## config.mk

```make
export PLATFORM = sky130hd
export DESIGN_NAME = bram_read_arbiter
export DESIGN_NICKNAME = d
export VERILOG_FILES = /design/src/rtl/bram_read_arbiter.sv
export SDC_FILE = /design/constraint.sdc
export NUM_CORES = 1
export LEC_CHECK = 0
export BUFFER_PORTS_ARGS = -buffer_cell sky130_fd_sc_hd__buf_2
export CAP_MARGIN = 10
export CELL_PAD_IN_SITES_DETAIL_PLACEMENT = 0
export CELL_PAD_IN_SITES_GLOBAL_PLACEMENT = 2
export CORE_ASPECT_RATIO = 0.75
export CORE_UTILIZATION = 29
export DETAILED_ROUTE_END_ITERATION = 8
export GPL_TIMING_DRIVEN = 1
export PLACE_DENSITY = 0.84
export SLEW_MARGIN = 5
export SYNTH_ARGS = -nofsm -noshare
export SYNTH_HDL_FRONTEND = slang
export SYNTH_SLANG_ARGS = --single-unit
```

## constraint.sdc

```tcl
create_clock -name clk -period 4.3 [get_ports clk]
set_input_delay 0.215 -clock clk [delete_from_list [all_inputs] [get_ports clk]]
set_output_delay 0.215 -clock clk [all_outputs]
set_load 0.02 [all_outputs]
```

## src/rtl/bram_read_arbiter.sv

```systemverilog
`timescale 1ns/1ps
// Shares one synchronous-read BRAM port between two burst-read requesters and tags returning data.
// Build option: define ARB_FIXED_PRIORITY_EN for fixed priority (requester 0 wins), otherwise round-robin.
module bram_read_arbiter #(
    parameter int ADDR_W = 8,
    parameter int DATA_W = 16,
    parameter int RD_LAT = 2
) (
    input  logic              clk,
    input  logic              reset,
    input  logic              req0,
    input  logic              req1,
    input  logic [ADDR_W-1:0] addr0,
    input  logic [ADDR_W-1:0] addr1,
    input  logic [5:0]        len0,
    input  logic [5:0]        len1,
    output logic              grant0,
    output logic              grant1,
    output logic              mem_en,
    output logic [ADDR_W-1:0] mem_addr,
    input  logic [DATA_W-1:0] mem_dout,
    output logic [DATA_W-1:0] rd_data,
    output logic              rd_valid0,
    output logic              rd_valid1,
    output logic              done0,
    output logic              done1,
    output logic              busy
);
    localparam int DCNT_W = (RD_LAT > 1) ? $clog2(RD_LAT) : 1;
    localparam logic [DCNT_W-1:0] DCNT_LOAD = DCNT_W'(RD_LAT - 1);

    typedef enum logic [1:0] {
        S_IDLE  = 2'd0,
        S_ISSUE = 2'd1,
        S_DRAIN = 2'd2,
        S_DONE  = 2'd3
    } state_t;

    state_t            state_q, state_d;
    logic              owner_q, owner_d;
    logic [ADDR_W-1:0] base_q, base_d;
    logic [5:0]        cnt_q, cnt_d;
    logic [5:0]        cnt_max_q, cnt_max_d;
    logic [DCNT_W-1:0] dcnt_q, dcnt_d;
    logic [RD_LAT-1:0] tag_en_q;
    logic [RD_LAT-1:0] tag_own_q;
    logic              win_s;

`ifdef ARB_FIXED_PRIORITY_EN
    // Winner selection: requester 0 wins whenever it is asking.
    always_comb begin
        if (req0) begin
            win_s = 1'b0;
        end else begin
            win_s = 1'b1;
        end
    end
`else
    logic last_owner_q, last_owner_d;

    // Winner selection: on contention the requester not served last time wins.
    always_comb begin
        if (req0 && req1) begin
            win_s = ~last_owner_q;
        end else if (req0) begin
            win_s = 1'b0;
        end else begin
            win_s = 1'b1;
        end
    end

    // Remember who was granted most recently.
    always_comb begin
        if ((state_q == S_IDLE) && (req0 || req1)) begin
            last_owner_d = win_s;
        end else begin
            last_owner_d = last_owner_q;
        end
    end

    // Round-robin history register; resets to 1 so requester 0 wins the first contention.
    always_ff @(posedge clk) begin
        if (reset) begin
            last_owner_q <= 1'b1;
        end else begin
            last_owner_q <= last_owner_d;
        end
    end
`endif

    // State and burst context registers.
    always_ff @(posedge clk) begin
        if (reset) begin
            state_q   <= S_IDLE;
            owner_q   <= 1'b0;
            base_q    <= '0;
            cnt_q     <= 6'd0;
            cnt_max_q <= 6'd0;
            dcnt_q    <= '0;
        end else begin
            state_q   <= state_d;
            owner_q   <= owner_d;
            base_q    <= base_d;
            cnt_q     <= cnt_d;
            cnt_max_q <= cnt_max_d;
            dcnt_q    <= dcnt_d;
        end
    end

    // Next-state and burst bookkeeping.
    always_comb begin
        state_d   = state_q;
        owner_d   = owner_q;
        base_d    = base_q;
        cnt_d     = cnt_q;
        cnt_max_d = cnt_max_q;
        dcnt_d    = dcnt_q;
        case (state_q)
            S_IDLE: begin
                if (req0 || req1) begin
                    state_d   = S_ISSUE;
                    owner_d   = win_s;
                    base_d    = win_s ? addr1 : addr0;
                    cnt_max_d = win_s ? len1 : len0;
                    cnt_d     = 6'd0;
                end else begin
                    state_d = S_IDLE;
                end
            end
            S_ISSUE: begin
                if (cnt_q == cnt_max_q) begin
                    state_d = S_DRAIN;
                    dcnt_d  = DCNT_LOAD;
                end else begin
                    cnt_d = cnt_q + 6'd1;
                end
            end
            // Wait out the read latency so the last word is tagged before done.
            S_DRAIN: begin
                if (dcnt_q == '0) begin
                    state_d = S_DONE;
                end else begin
                    dcnt_d = dcnt_q - DCNT_W'(1);
                end
            end
            S_DONE: begin
                state_d = S_IDLE;
            end
            default: begin
                state_d = S_IDLE;
            end
        endcase
    end

    // Output decode from the current state and owner.
    always_comb begin
        mem_en   = 1'b0;
        mem_addr = '0;
        grant0   = 1'b0;
        grant1   = 1'b0;
        done0    = 1'b0;
        done1    = 1'b0;
        busy     = 1'b0;
        case (state_q)
            S_IDLE: begin
                busy = 1'b0;
            end
            S_ISSUE: begin
                mem_en   = 1'b1;
                mem_addr = base_q + ADDR_W'(cnt_q);
                grant0   = ~owner_q;
                grant1   = owner_q;
                busy     = 1'b1;
            end
            S_DRAIN: begin
                grant0 = ~owner_q;
                grant1 = owner_q;
                busy   = 1'b1;
            end
            S_DONE: begin
                grant0 = ~owner_q;
                grant1 = owner_q;
                done0  = ~owner_q;
                done1  = owner_q;
                busy   = 1'b1;
            end
            default: begin
                busy = 1'b0;
            end
        endcase
    end

    // Tag pipeline: follows each issued read until its data returns.
    always_ff @(posedge clk) begin
        if (reset) begin
            tag_en_q  <= '0;
            tag_own_q <= '0;
        end else begin
            tag_en_q[0]  <= mem_en;
            tag_own_q[0] <= owner_q;
            for (int i = 1; i < RD_LAT; i++) begin
                tag_en_q[i]  <= tag_en_q[i-1];
                tag_own_q[i] <= tag_own_q[i-1];
            end
        end
    end

    assign rd_data   = mem_dout;
    assign rd_valid0 = tag_en_q[RD_LAT-1] & ~tag_own_q[RD_LAT-1];
    assign rd_valid1 = tag_en_q[RD_LAT-1] &  tag_own_q[RD_LAT-1];

endmodule

```

Yosys cells after proc, flatten, opt, wreduce, memory -nomap -nowiden
Cells that the tools add are included.
Widths: inputs -> output; s select.
Storage, ports and cells
  flip-flop bits (word level): 29
  input bits: 48
  output and inout bits: 32
  word-level logic and storage cells: 57
Operators by class
  add/subtract/negate cells: 3
  equality and inequality tests: 8
  muxes and demuxes: 21
  bitwise logic cells: 5
  reduce and logical (&&, ||, !) cells: 11
Operators with widths (number)
  $mux 6: 3
  $mux 8: 2
  $pmux 6 s2: 1
  $mux 1: 10
  $add 8x6->8: 1
  $pmux 2 s4: 1
  $add 6x1->6 const B: 1
  $eq 6x6->1: 1
  $ne 2x2->1 const B: 3
  $reduce_and 2->1: 3
  $eq 2x2->1 const B: 2
  $mux 2: 2
  $pmux 1 s2: 2
  $reduce_bool 2->1: 2
  $not 1->1: 3
  $reduce_and 3->1: 1
  $reduce_or 3->1: 1
  $and 1x1->1: 2
  $eq 2x1->1 const B: 1
  $logic_and 1x1->1: 2
  $logic_not 2->1: 1
  $ne 2x1->1 const B: 1
  $logic_or 1x1->1: 1
  $sub 1x1->1 const B: 1

Longest topological paths before layout
Gate-level depths: netlist of the first run.
  word-level depth: 3
  mapped depth: 7
  gate-level depth less buffers: 6

Worst setup path before layout of the first run
Ideal clock, no wire load.
  kind: flip-flop to output port
  start: register cnt_q[1]
  end: output port mem_addr[7]
  arrival: 1.855 ns
  data required time: 4.085 ns
  slack: 2.230 ns
  stages on the path, launching flop included: 6
  buffers on the path: 0
  path through: dfxtp_1 ha_1 a211oi_1 o21bai_1 o311ai_0 mux2i_1
On the way
  longest elaborated chain between the ends: 2
Ends and longest elaborated chain
  from (decl): line 42  | logic [5:0] cnt_q, cnt_d;
  from (signal assigned): line 104  | cnt_q <= cnt_d;
  $add 8x6->8: line 170  | mem_addr = base_q + ADDR_W'(cnt_q);
  $mux 8: line 164  | case (state_q)
  to (decl): line 20  | output logic [ADDR_W-1:0] mem_addr,
No other way between the ends.

Worst setup path in the final report of the first run
Same ends and word-level chain as after synthesis.

==> results.sh, run 1 <==
export IMPL_worst_ep_required_time_ps=4090
export IMPL_drive_above_1_share=0.230
export IMPL_pwr_share_comb=0.453
export IMPL_path_clk_slew_ps=70
export IMPL_cp_start_kind="register"
export IMPL_cts_buffers=5
export IMPL_fin_crit_ps=2480
export IMPL_powerDensity_mw_per_mm2=531
export IMPL_fillers=683
export IMPL_drt_initial_drc_count=86
export IMPL_remaining_drc_errors=0
export IMPL_peakVddDrop_mv=0.127
export IMPL_ys_flop_type="dfxtp_1"
export IMPL_synth_top_cell_area_share=0.306
export IMPL_slowest_stage="dfxtp_1"
export IMPL_setup_viol=0
export IMPL_min_path_cells=3
export IMPL_synth_seq_area_share=0.306
export IMPL_port_buffers=47
export IMPL_pwr_share_seq=0.355
export IMPL_wl_met3_um=243
export IMPL_rows=25
export IMPL_netSwitchingFraction=0.429
export IMPL_syn_to_final_growth_pct=14.3
export IMPL_async_flop_share=0
export IMPL_floorplan_initialDensity=0.300
export IMPL_fmax_mhz=403
export IMPL_antenna_left=0
export IMPL_cts_setup_buffers=0
export IMPL_slew_headroom=0.363
export IMPL_die_y_um=72.0
export IMPL_syn_area_mm2=0.00190
export IMPL_dpl_hpwl_um=3180
export IMPL_internal_power_uw=657
export IMPL_rsz0062_at_grt="false"
export IMPL_cts_resized=0
export IMPL_placed_cell_area_mm2=0.00208
export IMPL_vias=1570
export IMPL_root_buffer="clkbuf_8"
export IMPL_fin_nets=308
export IMPL_drv_cap=0
export IMPL_grt_pass1_vias=1353
export IMPL_synth_edf_count=0
export IMPL_switchingPower_uw=493
export IMPL_hold_path_class="in2reg"
export IMPL_rr_worst_depth=6
export IMPL_grt_ovfl_total=0
export IMPL_final_area_mm2=0.00217
export IMPL_clkLatencyLatePin_ps=280
export IMPL_htree_levels=2
export IMPL_final_hold_violation_count=0
export IMPL_yosysTopAreaCell="dfxtp_1"
export IMPL_grt_pass1_wl_um=6810
export IMPL_postSynthCellCount=218
export IMPL_final_max_slew_viol_count=0
export IMPL_floorplan_core_area_mm2=0.00632
export IMPL_critPathMaxStageDelay_ps=500
export IMPL_drt_met1_wl_um=2260
export IMPL_antenna_found_initial=0
export IMPL_yosys_top_cells_area="dfxtp_1 31%, mux2i_1 10%, ha_1 7.9%"
export IMPL_routed_top_layer="met4"
export IMPL_crit_chain="ha_1 -> a211oi_1 -> o21bai_1 -> o311ai_0 -> mux2i_1 -> buf_2"
export IMPL_crit_path_end_kind="output port"
export IMPL_crit_arrival_ps=2270
export IMPL_synthTopCellsByCount="29 x dfxtp_1, 23 x nor2_1, 19 x mux2i_1, 17 x a211oi_1, 16 x buf_4"
export IMPL_die_width_um=95.4
export IMPL_hold_buffers=0
export IMPL_n_antenna_cell=0
export IMPL_ys_ff_latch=29
export IMPL_fin_setup_tns_ps=0
export IMPL_ys_warn_count=0
export IMPL_crit_type="reg2out"
export IMPL_dieArea_mm2=0.00687
export IMPL_viasPerCell=4.77
export IMPL_met2_length_um=1610
export IMPL_synth_most_common_cell="dfxtp_1"
export IMPL_wl_per_cell_um=12.7
export IMPL_wirelength_um=4180
export IMPL_worst_pin_slew_ps=955
export IMPL_p_clk_frac=0.192
export IMPL_path_max_fanout=6
export IMPL_skew_ps=4.52
export IMPL_cts_tree="yes"
export IMPL_detail_route_first_pass_iterations=6
export IMPL_p_leak_uw=0.00102
export IMPL_fin_crit_sh=0.577
export IMPL_syn_nets=279
export IMPL_status="finished, final reports clean"
export IMPL_place_gp_congestion=0.770
export IMPL_grt_use_total=0.131
export IMPL_clock_sinks=29
export IMPL_io_pins=80
export IMPL_yosysUniqueCellTypes=40
export IMPL_grt_max_degree=31
export IMPL_syn_avg_cell_area_um2=8.70
export IMPL_cts_max_path_buffers=2
kinds of logic (layout without fill, tap and decap cells):
logic type      after synthesis  in the layout  synth area share
flops                        29             29             0.306
simple gates                 68             68             0.180
fa+ha+maj                    13             13            0.0898
buf+inv                      33             63            0.0984
xor+xnor                      8              8            0.0370
mux                          19             19             0.100
compound gates               48             48             0.189
final timing paths:
path	startpoint	slack, ps	to
worst max-delay path	cnt_q[1]$_SDFFE_PP0P_	1820	mem_addr[7]
worst max register to register	state_q[1]$_SDFFE_PP0P_	2160	cnt_q[0]$_SDFFE_PP0P_
worst min register to register	tag_own_q[0]$_SDFF_PP0_	440	tag_own_q[1]$_SDFF_PP0_
worst min-delay path	addr0[5]	270	base_q[5]$_SDFFE_PP0P_
metrics by stage:
stage               power, uW  setup WS (ps)  cells  utilization  hold WS (ps)
finish                   1150           1820    329        0.343           267
global route             1250           1650    329        0.343           266
CTS                      1160           1790    329        0.343           261
detailed placement        935           2090    321        0.329           429
global placement          933           2080    321        0.329           426
floorplan                 821           2230    218            -           305
power groups by stage:
stage / Combinational (uW) / Clock, uW / Sequential (uW)
2_1_floorplan: 430 / 0 / 391
4_1_cts: 524 / 228 / 409
5_1_grt: 593 / 239 / 418
3_3_place_gp: 520 / 0 / 413
6_report: 521 / 221 / 409
3_5_place_dp: 521 / 0 / 414
worst max-delay path, delay by kind of cell (launching register included):
| kind | cells | cell delay, ps |
|---|---|---|
| buffers and inverters | 1 | 180 |
| multiplexers | 1 | 240 |
| AO/OA/AOI/OAI | 3 | 760 |
| adder cells (fa/ha/maj) | 1 | 310 |
| flip-flops | 1 | 500 |
cell usage in the layout, fill, tap and decap left out, types with 2 or more instances in the layout:
cell	n
buf_2	47
dfxtp_1	29
nor2_1	23
mux2i_1	19
a211oi_1	17
nand2_1	12
ha_1	12
inv_1	7
o21ai_0	7
nor2b_1	7
and2_1	5
clkbuf_8	5
a21oi_1	4
nand3_1	4
nand2b_1	4
xnor2_1	4
xor2_1	4
a32o_1	4
nor4_1	3
a21o_1	2
nor3_1	2
and3_1	2
a221o_1	2
or4_1	2
o221ai_1	2
nor4b_1	2
o211ai_1	2
clkinv_2	2
area by class of cell:
type / instances / area, um^2 / share of cell area
Timing Repair Buffer: 47 / 235 / 0.109
Multi-Input combinational cell: 156 / 1130 / 0.523
Clock buffer: 5 / 68.8 / 0.0318
Clock inverter: 3 / 17.5 / 0.00809
Tap cell: 81 / 101 / 0.0468
Sequential cell: 29 / 581 / 0.268
Inverter: 8 / 30.0 / 0.0139
routing by layer:
metal  vias up  GRT usage
met2        53      0.165
met4         0     0.0556
met5         -          0
met1       677      0.204
li1        833          -
met3         7     0.0304
registers in the layout (all words and copies together) (netlist names):
register,cells
tag_own_q,2
tag_en_q,2
owner_q,1
cnt_max_q,6
last_owner_q,1
state_q,2
cnt_q,6
dcnt_q,1
base_q,8
Note: power is estimated with default switching activity, not from simulation.
==> inputs of run 2 (changes only) <==
--- a/config.mk
+++ b/config.mk
@@ -10,10 +10,10 @@
 export CELL_PAD_IN_SITES_DETAIL_PLACEMENT = 0
 export CELL_PAD_IN_SITES_GLOBAL_PLACEMENT = 2
 export CORE_ASPECT_RATIO = 0.75
-export CORE_UTILIZATION = 29
+export CORE_UTILIZATION = 27
 export DETAILED_ROUTE_END_ITERATION = 8
 export GPL_TIMING_DRIVEN = 1
-export PLACE_DENSITY = 0.84
+export PLACE_DENSITY = 0.79
 export SLEW_MARGIN = 5
 export SYNTH_ARGS = -nofsm -noshare
 export SYNTH_HDL_FRONTEND = slang
==> constraint.sdc (replaced) <==
create_clock -name clk -period 2.3 [get_ports clk]
set_input_delay 0.115 -clock clk [delete_from_list [all_inputs] [get_ports clk]]
set_output_delay 0.115 -clock clk [all_outputs]
set_load 0.02 [all_outputs]
==> results.sh, run 2 (synthesis gave the netlist of run 1 again) <==
export IMPL_placed_cells=329
export IMPL_rsz0062_at_grt="false"
export IMPL_die_y_um=74.6
export IMPL_cts_resized=1
export IMPL_rows=26
export IMPL_io_pins=80
export IMPL_fmax_mhz=463
export IMPL_cts_setup_buffers=0
export IMPL_dieArea_mm2=0.00736
export IMPL_final_max_slew_viol_count=0
export IMPL_crit_arrival_ps=2050
export IMPL_layout_common_cells="47 x buf_2, 27 x dfxtp_1, 23 x nor2_1"
export IMPL_syn_to_final_growth_pct=19.1
export IMPL_place_gp_congestion=0.786
export IMPL_largestRegisters="base_q (8), cnt_max_q (6), cnt_q (6)"
export IMPL_drt_initial_drc_count=65
export IMPL_cp_start_kind="register"
export IMPL_path_buf_inv=1
export IMPL_grt_use_total=0.119
export IMPL_antenna_left=0
export IMPL_skew_ps=6.44
export IMPL_fin_crit_ps=2160
export IMPL_peakVddDrop_mv=0.264
export IMPL_powerDensity_mw_per_mm2=1030
export IMPL_htree_levels=2
export IMPL_n_antenna_cell=0
export IMPL_floorplan_initialDensity=0.279
export IMPL_wirelength_um=4110
export IMPL_floorplan_core_area_mm2=0.00680
export IMPL_setup_viol=0
export IMPL_hold_path_class="in2reg"
export IMPL_drv_cap=0
export IMPL_grt_pass1_vias=1443
export IMPL_layout_commonest_cell="buf_2"
export IMPL_drive_above_1_share=0.265
export IMPL_finalPower_uw=2330
export IMPL_status="finished, final reports clean"
export IMPL_cts_tree="yes"
export IMPL_crit_chain="ha_1 -> fa_1 -> a21o_1 -> a21oi_2 -> nand4b_1 -> nand3_1 -> buf_2"
export IMPL_clock_sinks=29
export IMPL_cp_top_family="adder cells"
export IMPL_path_max_fanout=6
export IMPL_instances_no_fill=337
export IMPL_critPathMaxStageDelay_ps=410
export IMPL_slew_headroom=0.682
export IMPL_cts_buffers=5
export IMPL_root_buffer="clkbuf_8"
export IMPL_detail_route_first_pass_iterations=4
export IMPL_grt_pass1_wl_um=6810
export IMPL_slowest_stage="fa_1"
export IMPL_grt_max_degree=31
export IMPL_remaining_drc_errors=0
export IMPL_fin_crit_sh=0.939
export IMPL_final_hold_violation_count=0
export IMPL_clkLatencyLatePin_ps=280
export IMPL_p_leak_uw=0.00106
export IMPL_worst_pin_slew_ps=478
export IMPL_fin_nets=313
export IMPL_fillers=696
export IMPL_fin_setup_tns_ps=0
export IMPL_crit_type="reg2out"
export IMPL_port_buffers=47
export IMPL_cts_max_path_buffers=2
export IMPL_wl_per_cell_um=12.2
export IMPL_path_clk_slew_ps=70
export IMPL_worst_ep_required_time_ps=2180
export IMPL_viasPerCell=4.75
export IMPL_hold_slack_ps=174
export IMPL_crit_path_end_kind="output port"
export IMPL_hold_buffers=0
export IMPL_die_width_um=98.8
export IMPL_antenna_found_initial=0
export IMPL_regMostFlops="base_q"
export IMPL_grt_ovfl_total=0
export IMPL_dpl_hpwl_um=3180
export IMPL_vias=1602
export IMPL_largest_reg_flops=8
run 2: changes by cell type in the layout (fill, tap and decap cells not counted), moves of 2 or more:
cell      previous run  this run
clkinv_2             2         0
dfxtp_2              0         2
buf_4                0         5
dfxtp_1             29        27
run 2: power breakdown:
part / leakage (uW) / internal [uW] / switching [uW] / total (uW)
registers: 0.000240 / 641 / 123 / 765
clock network: 0.0000574 / 352 / 197 / 549
logic: 0.000766 / 419 / 593 / 1010
run 2: area by class of cell:
cell class	instances	area, um^2	share of cell area
clock buffer	6	82.6	0.0366
inverter	8	30.0	0.0133
sequential	29	583	0.258
timing repair buffer	52	273	0.121
multi-input combinational	156	1150	0.508
clock inverter	2	37.5	0.0166
tap	84	105	0.0466
run 2: worst min-delay path, cell delays in order:
cell and delay (ps):
buf_2 90, mux2i_1 120, a211oi_1 80
run 2: worst paths after layout:
check,slack (ps),cells past startpoint,endpoint,from
hold / removal,170,3,base_q[6]$_SDFFE_PP0P_,addr0[6]
hold reg to reg,440,1,tag_own_q[1]$_SDFF_PP0_,tag_own_q[0]$_SDFF_PP0_
setup reg to reg,370,4,dcnt_q$_SDFFE_PP0P_,cnt_q[3]$_SDFFE_PP0P_
setup / recovery,140,7,mem_addr[6],cnt_q[0]$_SDFFE_PP0P_
run 2: routing by layer:
layer | GRT usage | share of wire | vias to the layer above
met1 | 0.176 | 0.55 | 702
met2 | 0.166 | 0.39 | 49
li1 | - | - | 845
met3 | 0.0273 | 0.048 | 6
met4 | 0.0415 | 0.013 | 0
met5 | 0 | 0 | -
run 2: per-stage QoR:
step                      utilization  area (um^2)  setup WS [ps]
after floorplan                     -         1900            330
after global placement          0.312         2120            286
after detailed placement        0.312         2120            284
after CTS                       0.330         2240           48.3
after global routing            0.332         2260           17.3
final                           0.332         2260            139
